==> config.mk <==
export PLATFORM = sky130hd
export DESIGN_NAME = pc_bpred
export DESIGN_NICKNAME = d
export VERILOG_FILES = /design/src/rtl/pc_bpred.sv
export SDC_FILE = /design/constraint.sdc
export NUM_CORES = 2
export LEC_CHECK = 0
export BUFFER_PORTS_ARGS = -buffer_cell sky130_fd_sc_hd__buf_2
export CORE_MARGIN = 2
export CORE_UTILIZATION = 35
export DETAILED_ROUTE_END_ITERATION = 7
export HOLD_SLACK_MARGIN = 0.05
export PLACE_DENSITY = 0.51
export SLEW_MARGIN = 20
export SYNTH_ARGS = -nofsm -noshare
export SYNTH_HDL_FRONTEND = slang
export SYNTH_SLANG_ARGS = --single-unit
==> constraint.sdc <==
create_clock -name clk_in -period 63 [get_ports clk_in]
set_input_delay 18.9 -clock clk_in [delete_from_list [all_inputs] [get_ports clk_in]]
set_output_delay 18.9 -clock clk_in [all_outputs]
set_load 0.03 [all_outputs]
==> src/rtl/pc_bpred.sv <==
// pc_bpred -- fetch PC generator with a direct-mapped BTB and 2-bit
// saturating direction counters.
//
// Ports:
//   clk_in            rising-edge clock
//   rst_in            asynchronous active-high reset
//   rdy_in            global ready; low freezes PC and BTB
//   stall_in          stall vector; only bit 0 (PC stage) is used
//   ex_valid          EX resolved a branch/jump (trains the BTB)
//   ex_pc/ex_taken/ex_target   resolved branch info
//   ex_mispredict     redirect fetch to ex_redirect_addr (beats stall)
//   pc_out            registered fetch PC
//   pred_taken_out    BTB prediction for pc_out (combinational)
//   pred_target_out   predicted next PC for pc_out (combinational)
//
// Optional feature macro: BPRED_STATS_EN adds stat_branch_cnt and
// stat_mispred_cnt (saturating 32-bit event counters).
module pc_bpred #(
  parameter int                    ADDR_WIDTH    = 32,
  parameter int                    BTB_INDEX_LEN = 4,
  parameter int                    STALL_WIDTH   = 6,
  parameter logic [ADDR_WIDTH-1:0] RESET_PC      = '0
) (
  input  logic                   clk_in,
  input  logic                   rst_in,
  input  logic                   rdy_in,
  input  logic [STALL_WIDTH-1:0] stall_in,
  input  logic                   ex_valid,
  input  logic [ADDR_WIDTH-1:0]  ex_pc,
  input  logic                   ex_taken,
  input  logic [ADDR_WIDTH-1:0]  ex_target,
  input  logic                   ex_mispredict,
  input  logic [ADDR_WIDTH-1:0]  ex_redirect_addr,
  output logic [ADDR_WIDTH-1:0]  pc_out,
  output logic                   pred_taken_out,
  output logic [ADDR_WIDTH-1:0]  pred_target_out
`ifdef BPRED_STATS_EN
  ,
  output logic [31:0]            stat_branch_cnt,
  output logic [31:0]            stat_mispred_cnt
`endif
);

  localparam int NENT  = 1 << BTB_INDEX_LEN;
  localparam int TAG_W = ADDR_WIDTH - BTB_INDEX_LEN - 2;

  logic [ADDR_WIDTH-1:0]            r_pc;
  logic [NENT-1:0]                  r_valid;
  logic [NENT-1:0][TAG_W-1:0]       r_tag;
  logic [NENT-1:0][ADDR_WIDTH-1:0]  r_target;
  logic [NENT-1:0][1:0]             r_ctr;

  logic [BTB_INDEX_LEN-1:0] w_idx, w_ex_idx;
  logic [TAG_W-1:0]         w_tag, w_ex_tag;
  logic                     w_hit, w_ex_hit;
  logic [ADDR_WIDTH-1:0]    w_pc_next;

  // Instruction-alignment bits of ex_pc and the upper stall bits are
  // intentionally ignored.
  logic w_unused;
  assign w_unused = &{1'b0, stall_in, ex_pc[1:0]};

  // Lookup on the current fetch PC; reads pre-write contents.
  assign w_idx           = r_pc[BTB_INDEX_LEN+1:2];
  assign w_tag           = r_pc[ADDR_WIDTH-1:BTB_INDEX_LEN+2];
  assign w_hit           = r_valid[w_idx] && (r_tag[w_idx] == w_tag);
  assign pred_taken_out  = w_hit && r_ctr[w_idx][1];
  assign pred_target_out = pred_taken_out ? r_target[w_idx]
                                          : r_pc + ADDR_WIDTH'(4);
  assign pc_out          = r_pc;

  // Training-side lookup on the resolved branch PC.
  assign w_ex_idx = ex_pc[BTB_INDEX_LEN+1:2];
  assign w_ex_tag = ex_pc[ADDR_WIDTH-1:BTB_INDEX_LEN+2];
  assign w_ex_hit = r_valid[w_ex_idx] && (r_tag[w_ex_idx] == w_ex_tag);

  // Redirect wins over the PC-stage stall.
  always_comb begin
    w_pc_next = r_pc;
    if (ex_mispredict)  w_pc_next = ex_redirect_addr;
    else if (!stall_in[0]) w_pc_next = pred_target_out;
  end

  always_ff @(posedge clk_in or posedge rst_in) begin
    if (rst_in)      r_pc <= RESET_PC;
    else if (rdy_in) r_pc <= w_pc_next;
  end

  // BTB: counters reset to weakly-not-taken so a fresh allocation (10)
  // predicts taken while a single not-taken drops it back.
  always_ff @(posedge clk_in or posedge rst_in) begin
    if (rst_in) begin
      for (int i = 0; i < NENT; i++) begin
        r_valid[i]  <= 1'b0;
        r_tag[i]    <= '0;
        r_target[i] <= '0;
        r_ctr[i]    <= 2'b01;
      end
    end else if (rdy_in && ex_valid) begin
      if (w_ex_hit) begin
        if (ex_taken) begin
          r_target[w_ex_idx] <= ex_target;
          if (r_ctr[w_ex_idx] != 2'b11) r_ctr[w_ex_idx] <= r_ctr[w_ex_idx] + 2'd1;
        end else if (r_ctr[w_ex_idx] != 2'b00) begin
          r_ctr[w_ex_idx] <= r_ctr[w_ex_idx] - 2'd1;
        end
      end else if (ex_taken) begin
        r_valid[w_ex_idx]  <= 1'b1;
        r_tag[w_ex_idx]    <= w_ex_tag;
        r_target[w_ex_idx] <= ex_target;
        r_ctr[w_ex_idx]    <= 2'b10;
      end
    end
  end

`ifdef BPRED_STATS_EN
  always_ff @(posedge clk_in or posedge rst_in) begin
    if (rst_in) begin
      stat_branch_cnt  <= '0;
      stat_mispred_cnt <= '0;
    end else if (rdy_in) begin
      if (ex_valid && stat_branch_cnt != 32'hFFFF_FFFF)
        stat_branch_cnt <= stat_branch_cnt + 32'd1;
      if (ex_mispredict && stat_mispred_cnt != 32'hFFFF_FFFF)
        stat_mispred_cnt <= stat_mispred_cnt + 32'd1;
    end
  end
`else
  // Statistics counters not built.
`endif

endmodule

==> reports/results.ini <==
[global_routing]
grt_pass1_vias = 32900
use_met3_pct = 4.37
gr-usage-met1_pct = 32.7
antenna_found_initial = 25
grt.busiest_layer = met2
grt_usage_pct = 22.3
gr-total-overflow = 0
grt_max_degree = 172
grt_pass1_wl_um = 246000
grt_use_met2_pct = 33.9

[yosys]
synth_fa_ha_area_share_pct = 0.0720
synth_cell_types = 83
synth_warnings = 0
synth_top_family_by_area = multiplexers
synth_compound_area_share_pct = 3.42
synth-edff-count = 0
yosys.area_share.simple_pct = 3.79
postSynth.asyncResetShare_pct = 100
synth_ff_type = dfrtp_1
syn_avg_cell_area_um2 = 14.8
netlist_area_mm2 = 0.0521
synth_cells = 3510
synth_xor_area_share_pct = 1.39
synth_nets = 3621
ys_seq_area_share_pct = 48.4
muxShareOfSynthArea_pct = 39.7
synth_seq_cells = 1008

[die]
core_region_area_mm2 = 0.148
die_w_um = 390
fp-row-count = 141
ios = 173
die_h_um = 390
start_util_pct = 35.3
dieArea_mm2 = 0.152

[layout]
layout-drive-gt1-share_pct = 51.3
stdcell_count = 5580
nets = 3663
syn2layout_area_growth_pct = 12.5
n_fill_cell = 13900

[detailed_routing]
vias = 32400
ant_nets = 0
wl_per_cell_um = 30.3
drc = 0
wirelength_um = 169000
drtIter0Drc = 2517
first_pass_iters = 5
via_per_inst = 5.81

[setup_path]
critPathSlowestCell = dfrtp_4
crit_family = buffers and inverters
critPathCaptureType = output pin
cp_max_fo = 98
crit_type = reg -> out
cp_cell_sequence = buf_12 -> buf_4 -> buf_4 -> mux4_2 -> mux2i_1 -> xnor2_1 -> a2111o_1 -> o41ai_1 -> or3b_1 -> nor4bb_4 -> buf_4 -> mux2i_1 -> buf_2
arrival_ps = 8020
worst-path-buf-inv = 5
crit_required_ps = 44100
critPathMostFrequentCell = buf_4
r2r_slack_ps = 55690
critPathLaunchType = flop
critical_path.max_stage_delay_ps = 910

[clock_tree]
cts_setup_buffers = 0
cts.clk_slew.worst_paths_ps = 60
cts.htree.levels = 3
clock_path_buffers = 3
cts_tree = done
cts-resized-gates = 0
cts_hold_buffers = 0
insertion_delay_ps = 770
cts_made_buffers = 114
numClockSinks = 1008
ctsRootBufferMaster = clkbuf_16

[job]
cap_viol_max_count = 0

[sta]
tightestPinTransition_ps = 1210
period_needed_ps = 26920
skew_ps = 51.9
rsz0062_at_grt = no
max_slew_margin_pct = 18.6
setup_viol = 0
slew_viol_final = 0
fin_crit_sh_pct = 42.7
max_freq_mhz = 37.2
setup-tns-final_ps = 0
hold_viol = 0

[power_and_ir_drop]
vdd_drop_max_uv = 22.4
power_leakage_nw = 26.0
power.density_mw_per_mm2 = 31.8

[placed_design]
gp_congestion = 0.861
portBuffers = 165
dpl.hpwl_um = 101000
dp_cells = 5365

[run_status]
status = completed

[worst_hold_path]
worstHoldPathType = reg -> reg

==> sequential cells by signal, indices dropped and copies added (netlist names) <==
name	flops
pc_out	32
r_ctr	32
r_tag	416
r_target	512
r_valid	16
==> cell usage in the layout, fill, tap and decap left out, types with 16 or more instances in the layout <==
cell type | netlist | layout
nand2_1 | 69 | 67
inv_1 | 27 | 26
clkbuf_8 | 0 | 33
mux2_4 | 114 | 114
clkbuf_16 | 0 | 114
buf_4 | 17 | 78
a221o_1 | 29 | 29
xnor2_1 | 60 | 60
nand3_1 | 57 | 48
mux2i_1 | 121 | 121
nand4_1 | 16 | 16
clkbuf_1 | 184 | 22
a221oi_1 | 18 | 18
nor2_1 | 58 | 47
and3_1 | 31 | 31
xor2_1 | 23 | 23
dfstp_2 | 16 | 16
dfrtp_1 | 992 | 988
clkinv_2 | 0 | 25
o22ai_1 | 25 | 25
mux2_2 | 901 | 901
buf_2 | 65 | 162
a22oi_1 | 19 | 19
o21ai_0 | 37 | 37
mux4_2 | 338 | 338
==> logic make-up (layout without fill, tap and decap cells) <==
logic type / after synthesis / after routing
buffers and inverters: 351 / 488
other: 0 / 3
AND/OR/NAND/NOR: 361 / 361
flip-flops: 1008 / 1008
adder cells (fa/ha/maj): 3 / 3
multiplexers: 1475 / 1475
XOR/XNOR: 83 / 83
AO/OA/AOI/OAI: 229 / 229
==> path summary, 6_finish.rpt <==
path                       startpoint                 end  depth (start not counted)
setup / recovery            pc_out[3]  pred_target_out[2]                         13
hold / removal             r_valid[5]          r_valid[5]                          1
setup reg to reg            pc_out[3]           pc_out[5]                         13
hold reg to reg            r_valid[5]          r_valid[5]                          1
max in group asynchronous      rst_in       r_target[293]                          5
min in group asynchronous      rst_in          pc_out[27]                          2
==> worst reg2reg max path: cells and delay by family, from the launching register on <==
kind,cells,cell delay [ps]
xor+xnor,1,150
simple gates,2,720
flops,1,910
compound gates,3,1130
buf+inv,4,2580
mux,3,1640
==> cell usage after synthesis, drive strengths merged, types with 4 or more instances <==
cell type | instances | share of area (%)
mux2 | 1016 | 23
dfrtp | 992 | 48
mux4 | 338 | 15
clkbuf | 184 | 1.3
buf | 136 | 1.6
mux2i | 121 | 2.3
nand2 | 69 | 0.50
nor2 | 64 | 0.55
xnor2 | 60 | 1.0
nand3 | 57 | 0.55
o21ai | 38 | 0.36
and3 | 31 | 0.37
a221o | 29 | 0.56
inv | 27 | 0.19
o22ai | 25 | 0.30
xor2 | 23 | 0.39
or2 | 21 | 0.25
a22oi | 19 | 0.27
nor3 | 19 | 0.23
a221oi | 18 | 0.30
o32ai | 17 | 0.33
dfstp | 16 | 0.81
nand4 | 16 | 0.19
a22o | 15 | 0.25
nand2b | 15 | 0.18
a21oi | 13 | 0.12
nor2b | 13 | 0.16
nor4 | 13 | 0.16
and2 | 8 | 0.096
o211ai | 7 | 0.10
or3 | 7 | 0.084
a31oi | 5 | 0.060
nor3b | 5 | 0.072
clkinv | 4 | 0.029
nor4b | 4 | 0.067
o2111ai | 4 | 0.067
or4 | 4 | 0.065
==> metrics by stage <==
| step | instance area [um^2] | total power, mW | hold WS (ps) | util [%] | worst slack [ps] |
|---|---|---|---|---|---|
| floorplan | 52100 | 1.07 | 450 | - | 15760 |
| global placement | 54700 | 1.19 | 474 | 37.0 | 36900 |
| detailed placement | 54700 | 1.19 | 483 | 37.0 | 36890 |
| CTS | 58600 | 1.88 | 496 | 39.6 | 36050 |
| global route | 58600 | 1.94 | 512 | 39.6 | 35900 |
| finish | 58600 | 1.86 | 495 | 39.6 | 36080 |
==> report_power, final <==
part	internal, mW	switching, mW
clock network	0.392	0.288
logic	0.192	0.188
registers	0.734	0.0677
total	1.32	0.544
==> area by class of cell <==
type	instances	area (um^2)	area share (%)
diodes	3	7.51	0.0128
repair buffers	246	1500	2.56
multi-input cells	2151	25500	43.4
clock inverters	43	482	0.822
well taps	1930	2410	4.12
clock buffers	168	3380	5.76
flip-flops and latches	1008	25300	43.1
inverters	31	124	0.211
==> routing by layer <==
layer	routed length, um	part of all wire (%)	up-vias
met3	10400	6.1	257
li1	-	-	13500
met5	121	0.071	-
met2	76200	45	986
met4	4100	2.4	20
met1	78500	46	17700
(Power assumes the default switching activity.)
